[src/rtl/dmem_ctrl.sv]
// Data-memory controller: accepts one load/store at a time, sequences the data RAM, returns a one-cycle response.
// Optional DMEM_CTRL_CYCLE_CNT_EN maps a free-running 32-bit cycle counter at word address 2^ADDR_W-4.
module dmem_ctrl #(
    parameter int ADDR_W = 9,
    parameter int DATA_W = 32,
    parameter int RD_LAT = 1
) (
    input  logic              clk,
    input  logic              rst,
    input  logic              req_valid,
    input  logic              req_we,
    input  logic [31:0]       req_addr,
    input  logic [DATA_W-1:0] req_wdata,
    output logic              req_ready,
    output logic              rsp_valid,
    output logic [DATA_W-1:0] rsp_rdata,
    output logic              rsp_err,
    output logic              ram_we,
    output logic [ADDR_W-1:0] ram_addr,
    output logic [DATA_W-1:0] ram_din,
    input  logic [DATA_W-1:0] ram_dout
);

    // state   | meaning
    // IDLE    | ready for a new request
    // CHECK   | alignment / range check of the latched address
    // WR      | RAM write strobe asserted
    // RD_WAIT | waiting RD_LAT cycles for ram_dout
    // RSP     | one-cycle response pulse
    typedef enum logic [2:0] {IDLE, CHECK, WR, RD_WAIT, RSP} stateT;

    stateT             state;
    logic              latWe;
    logic [31:0]       latAddr;
    logic [DATA_W-1:0] latWdata;
    logic [1:0]        waitCnt;
    logic              fault;
    logic              cntHit;
    logic [DATA_W-1:0] cntVal;

    assign fault = (latAddr[1:0] != 2'b00) || (|latAddr[31:ADDR_W]);

`ifdef DMEM_CTRL_CYCLE_CNT_EN
    logic [31:0] cycCnt;

    assign cntHit = (latAddr[ADDR_W-1:0] == ADDR_W'((1 << ADDR_W) - 4));
    assign cntVal = DATA_W'(cycCnt);

    always_ff @(posedge clk or negedge rst) begin
        if (!rst) begin
            cycCnt <= '0;
        end else if (state == CHECK && !fault && cntHit && latWe) begin
            cycCnt <= '0;
        end else begin
            cycCnt <= cycCnt + 32'd1;
        end
    end
`else
    assign cntHit = 1'b0;
    assign cntVal = '0;
`endif

    always_ff @(posedge clk or negedge rst) begin
        if (!rst) begin
            state     <= IDLE;
            req_ready <= 1'b1;
            rsp_valid <= 1'b0;
            rsp_rdata <= '0;
            rsp_err   <= 1'b0;
            ram_we    <= 1'b0;
            ram_addr  <= '0;
            ram_din   <= '0;
            latWe     <= 1'b0;
            latAddr   <= '0;
            latWdata  <= '0;
            waitCnt   <= '0;
        end else begin
            rsp_valid <= 1'b0;
            rsp_err   <= 1'b0;
            ram_we    <= 1'b0;
            case (state)
                IDLE: begin
                    if (req_valid && req_ready) begin
                        latWe     <= req_we;
                        latAddr   <= req_addr;
                        latWdata  <= req_wdata;
                        req_ready <= 1'b0;
                        state     <= CHECK;
                    end
                end
                CHECK: begin
                    if (fault) begin
                        rsp_valid <= 1'b1;
                        rsp_err   <= 1'b1;
                        rsp_rdata <= '0;
                        state     <= RSP;
                    end else if (cntHit) begin
                        // counter access never touches the RAM; a store just passes through WR
                        if (latWe) begin
                            state <= WR;
                        end else begin
                            rsp_valid <= 1'b1;
                            rsp_rdata <= cntVal;
                            state     <= RSP;
                        end
                    end else if (latWe) begin
                        ram_we   <= 1'b1;
                        ram_addr <= latAddr[ADDR_W-1:0];
                        ram_din  <= latWdata;
                        state    <= WR;
                    end else begin
                        ram_addr <= latAddr[ADDR_W-1:0];
                        waitCnt  <= 2'(RD_LAT - 1);
                        state    <= RD_WAIT;
                    end
                end
                WR: begin
                    rsp_valid <= 1'b1;
                    rsp_rdata <= '0;
                    state     <= RSP;
                end
                RD_WAIT: begin
                    if (waitCnt == 2'd0) begin
                        rsp_valid <= 1'b1;
                        rsp_rdata <= ram_dout;
                        state     <= RSP;
                    end else begin
                        waitCnt <= waitCnt - 2'd1;
                    end
                end
                RSP: begin
                    req_ready <= 1'b1;
                    state     <= IDLE;
                end
                default: begin
                    req_ready <= 1'b1;
                    state     <= IDLE;
                end
            endcase
        end
    end

endmodule

[config.mk]
export PLATFORM = sky130hd
export DESIGN_NAME = dmem_ctrl
export DESIGN_NICKNAME = d
export VERILOG_FILES = /design/src/rtl/dmem_ctrl.sv
export SDC_FILE = /design/constraint.sdc
export NUM_CORES = 1
export LEC_CHECK = 0
export BUFFER_PORTS_ARGS = -buffer_cell sky130_fd_sc_hd__buf_2
export CAP_MARGIN = 20
export CORE_UTILIZATION = 51
export CTS_CLUSTER_DIAMETER = 30
export DETAILED_ROUTE_END_ITERATION = 8
export PLACE_DENSITY = 0.76
export SLEW_MARGIN = 25
export SYNTH_ARGS = -nofsm -noshare
export SYNTH_HDL_FRONTEND = slang
export SYNTH_SLANG_ARGS = --single-unit
[constraint.sdc]
create_clock -name clk -period 2.57 [get_ports clk]
set_clock_uncertainty 0.05 [all_clocks]
set_input_delay 0.514 -clock clk [delete_from_list [all_inputs] [get_ports clk]]
set_output_delay 0.514 -clock clk [all_outputs]
set_load 0.05 [all_outputs]
==> Flow_metrics.wiki, run 1 <==
{| class="wikitable"
! Metric !! Value
|-
| Post-CTS Setup Inserts || 0
|-
| Minimum setup slack in the final design || 260 ps
|-
| Number of synthesized register bits || 147
|-
| Vertical die dimension || 109 um
|-
| Cells after DPL || 721
|-
| Remaining global-route overflow || 0
|-
| Upper clock frequency limit || 433 MHz
|-
| Arrival time at the worst endpoint || 2550 ps
|-
| Portion of synthesized cell area occupied by the leading cell type || 0.630
|-
| Leakage dissipation || 3.79 nW
|-
| Non-filler cells, final || 753
|-
| Diodes inserted || 0
|-
| Remaining design rule violation count || 0
|-
| Ports placed on the boundary || 177
|-
| Top FF cell, synth || dfrtp_1
|-
| Highest-delay cell along the critical path || nor4_4
|-
| Clock-pin slew on the worst setup and hold paths || 60 ps
|-
| Number of failing hold endpoints at the final stage || 0
|-
| Clock Path Buffers || 2
|-
| Proportion of total power due to net switching || 0.312
|-
| Hold buffers post-CTS || 1
|-
| Share of flip-flops with an asynchronous set or reset after synthesis || 1.00
|-
| Post-synthesis area per instance || 13.8 um2
|-
| Fin. max-slew vios || 0
|-
| Largest net degree at the start of global routing || 54
|-
| Fin crit period || 2310 ps
|-
| Internal || 5.80 mW
|-
| List of cells traversed by the critical path || a211oi_1 > nor4_4 > buf_4 > mux2_2
|-
| Crit-path leading delay family || simple AND/OR/NAND/NOR gates
|-
| Kind of end point of the critical path || register
|-
| Number of gates resized after cts || 0
|-
| Post-synthesis sequential area ratio || 0.634
|-
| Max Fanout on Critical Path || 24
|-
| GRT Resource Usage Total || 0.221
|-
| Leading cell type by number of instances after synthesis || dfrtp_1
|-
| Area Overhead vs Synth || 29.2%
|-
| Path type of the worst setup path || register to register
|-
| Floorplan die width || 109 um
|-
| Worst vdd ir || 674 uV
|-
| Worst-case headroom to the max-slew limit || 0.493
|-
| Placement Setup Slack || 311 ps
|-
| Maxcap violations || 0
|-
| Placer congestion estimate || 0.763
|-
| Power density normalized to cell area || 1130 nW/um2
|-
| Detailed-route vias per instance || 5.31
|-
| Clock Latency Late Sink || 410 ps
|-
| Total half-perimeter wirelength after legalization and detailed placement || 8620 um
|-
| Number of distinct library cells after synthesis || 36
|-
| First-pass iteration count of the detailed router || 4
|-
| Final critical-path share of the clock period || 0.899
|-
| Accumulated negative setup slack || 0 ps
|-
| Post-synthesis instance area || 5800 um2
|-
| H-tree levels || 4
|-
| Global-route wire length before repair || 19500 um
|-
| Kind of start point of the critical path || register
|-
| Maximum cell stage delay along the critical path || 590 ps
|-
| Number of global-route vias before repair || 4093
|-
| Number of enable flip-flop cells after synthesis || 0
|-
| Number of clock sinks || 147
|-
| Clock network fraction of design power || 0.292
|-
| Cell taking the most area after synthesis || dfrtp_1
|-
| Std-Cell Core Area || 11000 um2
|-
| Via count of the routed design || 3996
|-
| Synthesized instance count || 419
|-
| Mean routed wirelength per cell || 16.3 um
|-
| Starting density of the core || 0.528
|-
| RSZ-0062 raised after global routing || false
|-
| Post-layout nets || 702
|-
| TritonCTS clock tree || built
|-
| Status || finished, final reports clean
|-
| Initial antenna violation count || 0
|-
| Number of buffers added on ports || 176
|-
| Antenna viol nets, final || 0
|-
| Warnings, synthesis || 0
|-
| Clock root cell || clkbuf_16
|-
| Count of routing violations after the opening detailed-route iteration || 188
|-
| Combinational power share || 0.304
|-
| Post-Route WL || 12300 um
|-
| Required time of the critical path || 2810 ps
|-
| Number of nets produced by synthesis || 520
|-
| Inserted Clock Buffers || 17
|-
| Share of power burned in registers || 0.405
|-
| Net switching component of the power || 2.63 mW
|-
| Share of cells above drive strength 1 || 0.532
|-
| Biggest area contributors in the synthesized netlist || dfrtp_1 63%, mux2_2 19%, a22oi_1 4.1%, nand2_1 2.3%, o21ai_0 2.2%
|-
| Bufs and invs on worst path || 1
|-
| Placement row count || 38
|-
| Least-Margin Pin Slew || 754 ps
|-
| Hold WC Path Type || input port to register
|-
| Number of endpoints failing setup at the final stage || 0
|-
| Post-synth top cells || 146 x dfrtp_1, 100 x mux2_2, 36 x nand2_1, 32 x a22oi_1, 26 x o21ai_0
|-
| Die ar. || 11800 um2
|}
## worst paths after layout
kind	slack (ps)	end	cells after the start	startpoint
setup / recovery	260	latAddr[26]$_DFFE_PN0P_	4	state[1]$_DFFE_PN0P_
hold / removal	280	latAddr[5]$_DFFE_PN0P_	2	req_addr[5]
setup reg to reg	260	latAddr[26]$_DFFE_PN0P_	4	state[1]$_DFFE_PN0P_
hold reg to reg	430	ram_din[0]$_DFFE_PN0P_	1	ram_din[0]$_DFFE_PN0P_
max in group asynchronous	1240	ram_din[31]$_DFFE_PN0P_	3	rst
min in group asynchronous	530	ram_din[9]$_DFFE_PN0P_	2	rst
## worst reg2reg max path, cell delays in order (launching register included)
cell      delay, ps
dfrtp_1         570
a211oi_1        160
nor4_4          590
buf_4           430
mux2_2          400
## cell usage in the layout (no fill, tap or decap), types with 3 or more instances in the layout
cell type  count
a22oi_1       32
buf_12         3
buf_2        175
buf_4          8
clkbuf_16     17
clkbuf_8       6
clkinv_2       4
dfrtp_1      146
inv_1          4
mux2_1         4
mux2_2       100
nand2_1       36
nor2_1         4
nor4_1         6
o21ai_0       26
o21ai_1        8
## per-layer routing
| metal | track usage | vias to the layer above | part of all wire |
|---|---|---|---|
| met2 | 0.371 | 131 | 0.50 |
| met5 | 0 | - | 0 |
| met4 | 0.0849 | 0 | 0.016 |
| li1 | - | 1875 | - |
| met3 | 0.0735 | 17 | 0.069 |
| met1 | 0.265 | 1973 | 0.41 |
## power groups by stage
| stage | combinational (mW) | sequential (mW) | clock [mW] |
|---|---|---|---|
| 2_1_floorplan | 1.57 | 3.78 | 0 |
| 4_1_cts | 2.60 | 3.42 | 2.51 |
| 6_report | 2.56 | 3.41 | 2.46 |
| 3_3_place_gp | 2.47 | 3.39 | 0 |
| 5_1_grt | 2.78 | 3.51 | 2.60 |
| 3_5_place_dp | 2.58 | 3.45 | 0 |
## final cells by class
type,instances,area (um2)
clock buffer,23,508
fill,823,3490
tap,140,175
multi-input combinational,242,2000
sequential,147,3680
inverter,5,18.8
timing repair buffer,188,1020
clock inverter,8,97.6
## logic make-up (layout without fill, tap and decap cells)
kind of cell               Yosys count  count (layout)  synth area share
buffers and inverters               30             224            0.0259
AOI/OAI and AO/OA                   74              74            0.0804
muxes                              104             104             0.202
adders and majority gates            1               1           0.00216
and+or+nand+nor                     63              63            0.0556
DFF                                147             147             0.634
## sequential cells by signal, indices dropped and copies added, names as in the netlist, 2 cells and up
name       flops
ram_din       32
state          3
ram_addr       9
latAddr       32
waitCnt        2
rsp_rdata     32
latWdata      32
## metrics by stage
stage	cell area (um2)	util	power [mW]	hold slack, ps
global route	7490	0.682	8.89	264
CTS	7490	0.682	8.53	263
finish	7490	0.682	8.43	280
global placement	6870	0.626	5.86	407
floorplan	5800	-	5.35	168
detailed placement	6870	0.626	6.03	413
(Power assumes the default switching activity.)
==> run 2: changes to the inputs <==
- CELL_PAD_IN_SITES_DETAIL_PLACEMENT: not set -> 1
- CELL_PAD_IN_SITES_GLOBAL_PLACEMENT: not set -> 1
- CORE_UTILIZATION: 51 -> 41
- PLACE_DENSITY: 0.76 -> 0.77
- SETUP_SLACK_MARGIN: not set -> 0.4
- SKIP_CTS_REPAIR_TIMING: not set -> 1
==> run 2 against run 1 <==
Worst hold slack got worse by 270 ps. Routed wire length up 13%. Sequential share of layout area decreased by 0.31 points. Fmax grew 9.7%. Cell count is 4.9% higher.
==> Flow_metrics.wiki, run 2 (synthesized netlist as in run 1, its figures left out) <==
{| class="wikitable"
! Metric !! Value
|-
| Fin crit period || 2110 ps (-204 ps)
|-
| Floorplan die width || 121 um (+11%)
|-
| Diodes inserted || 0 (unchanged)
|-
| Remaining global-route overflow || 0 (unchanged)
|-
| Max Fanout on Critical Path || 32 (+33%)
|-
| Upper clock frequency limit || 475 MHz (+9.7%)
|-
| Vertical die dimension || 121 um (+11%)
|-
| Post-layout nets || 700 (-0.28%)
|-
| Largest net degree at the start of global routing || 68 (+26%)
|-
| Worst vdd ir || 494 uV (-27%)
|-
| Std-Cell Core Area || 13800 um2 (+26%)
|-
| Kind of start point of the critical path || register
|-
| Post-Route WL || 13900 um (+13%)
|-
| Antenna viol nets, final || 0 (unchanged)
|-
| Leakage dissipation || 3.76 nW (-0.73%)
|-
| GRT Resource Usage Total || 0.202 (-0.0192)
|-
| Accumulated negative setup slack || 0 ps (unchanged)
|-
| Via count of the routed design || 4110 (+2.9%)
|-
| Worst-case headroom to the max-slew limit || 0.542 (+0.0491)
|-
| Placement row count || 43 (+13%)
|-
| Die ar. || 14600 um2 (+24%)
|-
| Total half-perimeter wirelength after legalization and detailed placement || 9540 um (+11%)
|-
| Initial antenna violation count || 0 (unchanged)
|-
| Number of endpoints failing setup at the final stage || 0 (unchanged)
|-
| Least-Margin Pin Slew || 685 ps (-69.8 ps)
|-
| Arrival time at the worst endpoint || 2360 ps (-190 ps)
|-
| Path type of the worst setup path || register to register
|-
| Commonest cells after routing, fill and taps aside || 175 x buf_2, 146 x dfrtp_1, 100 x mux2_2
|-
| Maxcap violations || 0 (unchanged)
|-
| RSZ-0062 raised after global routing || false
|-
| Remaining design rule violation count || 0 (unchanged)
|-
| Number of clock sinks || 147 (unchanged)
|-
| Mean routed wirelength per cell || 17.6 um (+8.1%)
|-
| Most common cell after layout, fill and taps aside || buf_2
|-
| Hold WC Path Type || input port to async pin
|-
| Global-route wire length before repair || 22400 um (+15%)
|-
| Launching instance or port of the critical path || latAddr[10]$_DFFE_PN0P_
|-
| H-tree levels || 4 (unchanged)
|-
| Detailed-route vias per instance || 5.20 (-2.0%)
|-
| Final critical-path share of the clock period || 0.820 (-0.0792)
|-
| Placer congestion estimate || 0.712 (-6.7%)
|-
| Clock-pin slew on the worst setup and hold paths || 60 ps (about the same)
|-
| Startpoint of the worst register-to-register path || latAddr[10]$_DFFE_PN0P_
|-
| Ports placed on the boundary || 177 (unchanged)
|-
| Starting density of the core || 0.420 (-0.109)
|-
| Clock root cell || clkbuf_16
|-
| Finished layout cell area || 7540 um2 (+0.63%)
|-
| Required time of the critical path || 2820 ps (about the same)
|-
| Kind of end point of the critical path || register
|-
| Number of buffers added on ports || 176 (unchanged)
|-
| First-pass iteration count of the detailed router || 4 (unchanged)
|-
| Number of failing hold endpoints at the final stage || 0 (unchanged)
|-
| TritonCTS clock tree || built
|-
| Standard cell area after detailed placement || 6920 um2 (+0.69%)
|-
| Number of global-route vias before repair || 4291 (+4.8%)
|-
| Status || finished, final reports clean
|-
| Power density normalized to cell area || 1120 nW/um2 (-0.68%)
|-
| Share of cells above drive strength 1 || 0.536 (+0.00425)
|-
| Area Overhead vs Synth || 30.0%
|-
| Clock Latency Late Sink || 420 ps (about the same)
|-
| Fin. max-slew vios || 0 (unchanged)
|-
| Count of routing violations after the opening detailed-route iteration || 196 (+4.3%)
|-
| Clock Path Buffers || 2 (unchanged)
|-
| Inserted Clock Buffers || 17 (unchanged)
|}
[run 2: final cells by class]
class | instances | area, um2
Multi-Input combinational cell | 242 | 2030
Tap cell | 180 | 225
Clock buffer | 22 | 474
Clock inverter | 8 | 104
Timing Repair Buffer | 186 | 1010
Fill cell | 1448 | 6280
Sequential cell | 147 | 3680
Inverter | 5 | 21.3
[run 2: metal layers]
layer / part of all wire / track usage / routed length [um]
met2: 0.50 / 0.331 / 6920
met1: 0.41 / 0.245 / 5740
met3: 0.076 / 0.0672 / 1060
met4: 0.016 / 0.0810 / 219
met5: 0 / 0 / 0
[run 2: final timing paths]
path / to / slack, ps / depth (start not counted)
worst max-delay path: ram_din[27]$_DFFE_PN0P_ / 460 / 6
worst min register to register: ram_din[15]$_DFFE_PN0P_ / 430 / 1
max in group asynchronous: req_ready$_DFFE_PN1P_ / 1780 / 2
worst max register to register: ram_din[27]$_DFFE_PN0P_ / 460 / 6
min in group clk: latWdata[31]$_DFFE_PN0P_ / 270 / 2
worst min-delay path: rsp_rdata[16]$_DFFE_PN0P_ / 9 / 1
[run 2: through the flow]
step | hold WS, ps | setup slack [ps] | std cells | util | power, mW
6_report | 8.91 | 464 | 790 | 0.545 | 8.43
5_1_grt | 51.3 | 398 | 790 | 0.545 | 8.89
4_1_cts | 29.2 | 321 | 789 | 0.542 | 8.51
3_5_place_dp | 429 | 403 | 759 | 0.500 | 6.07
3_3_place_gp | 416 | 461 | 759 | 0.500 | 5.87
2_1_floorplan | 168 | 538 | 419 | - | 5.35
[run 2: worst max-delay path, stage by stage (launching register included)]
cell and delay, ps:
dfrtp_1 370, nor4_1 380, nand4_1 150, buf_4 200
nor3_4 210, buf_12 230, mux2_2 370
[run 2: report_power, final]
group | total, mW | internal (mW) | switching (mW) | leakage [nW]
Sequential | 3.44 | 3.02 | 0.419 | 1.74
Clock | 2.40 | 1.49 | 0.908 | 0.282
Combinational | 2.59 | 1.21 | 1.38 | 1.73
Total | 8.43 | 5.72 | 2.71 | 3.76
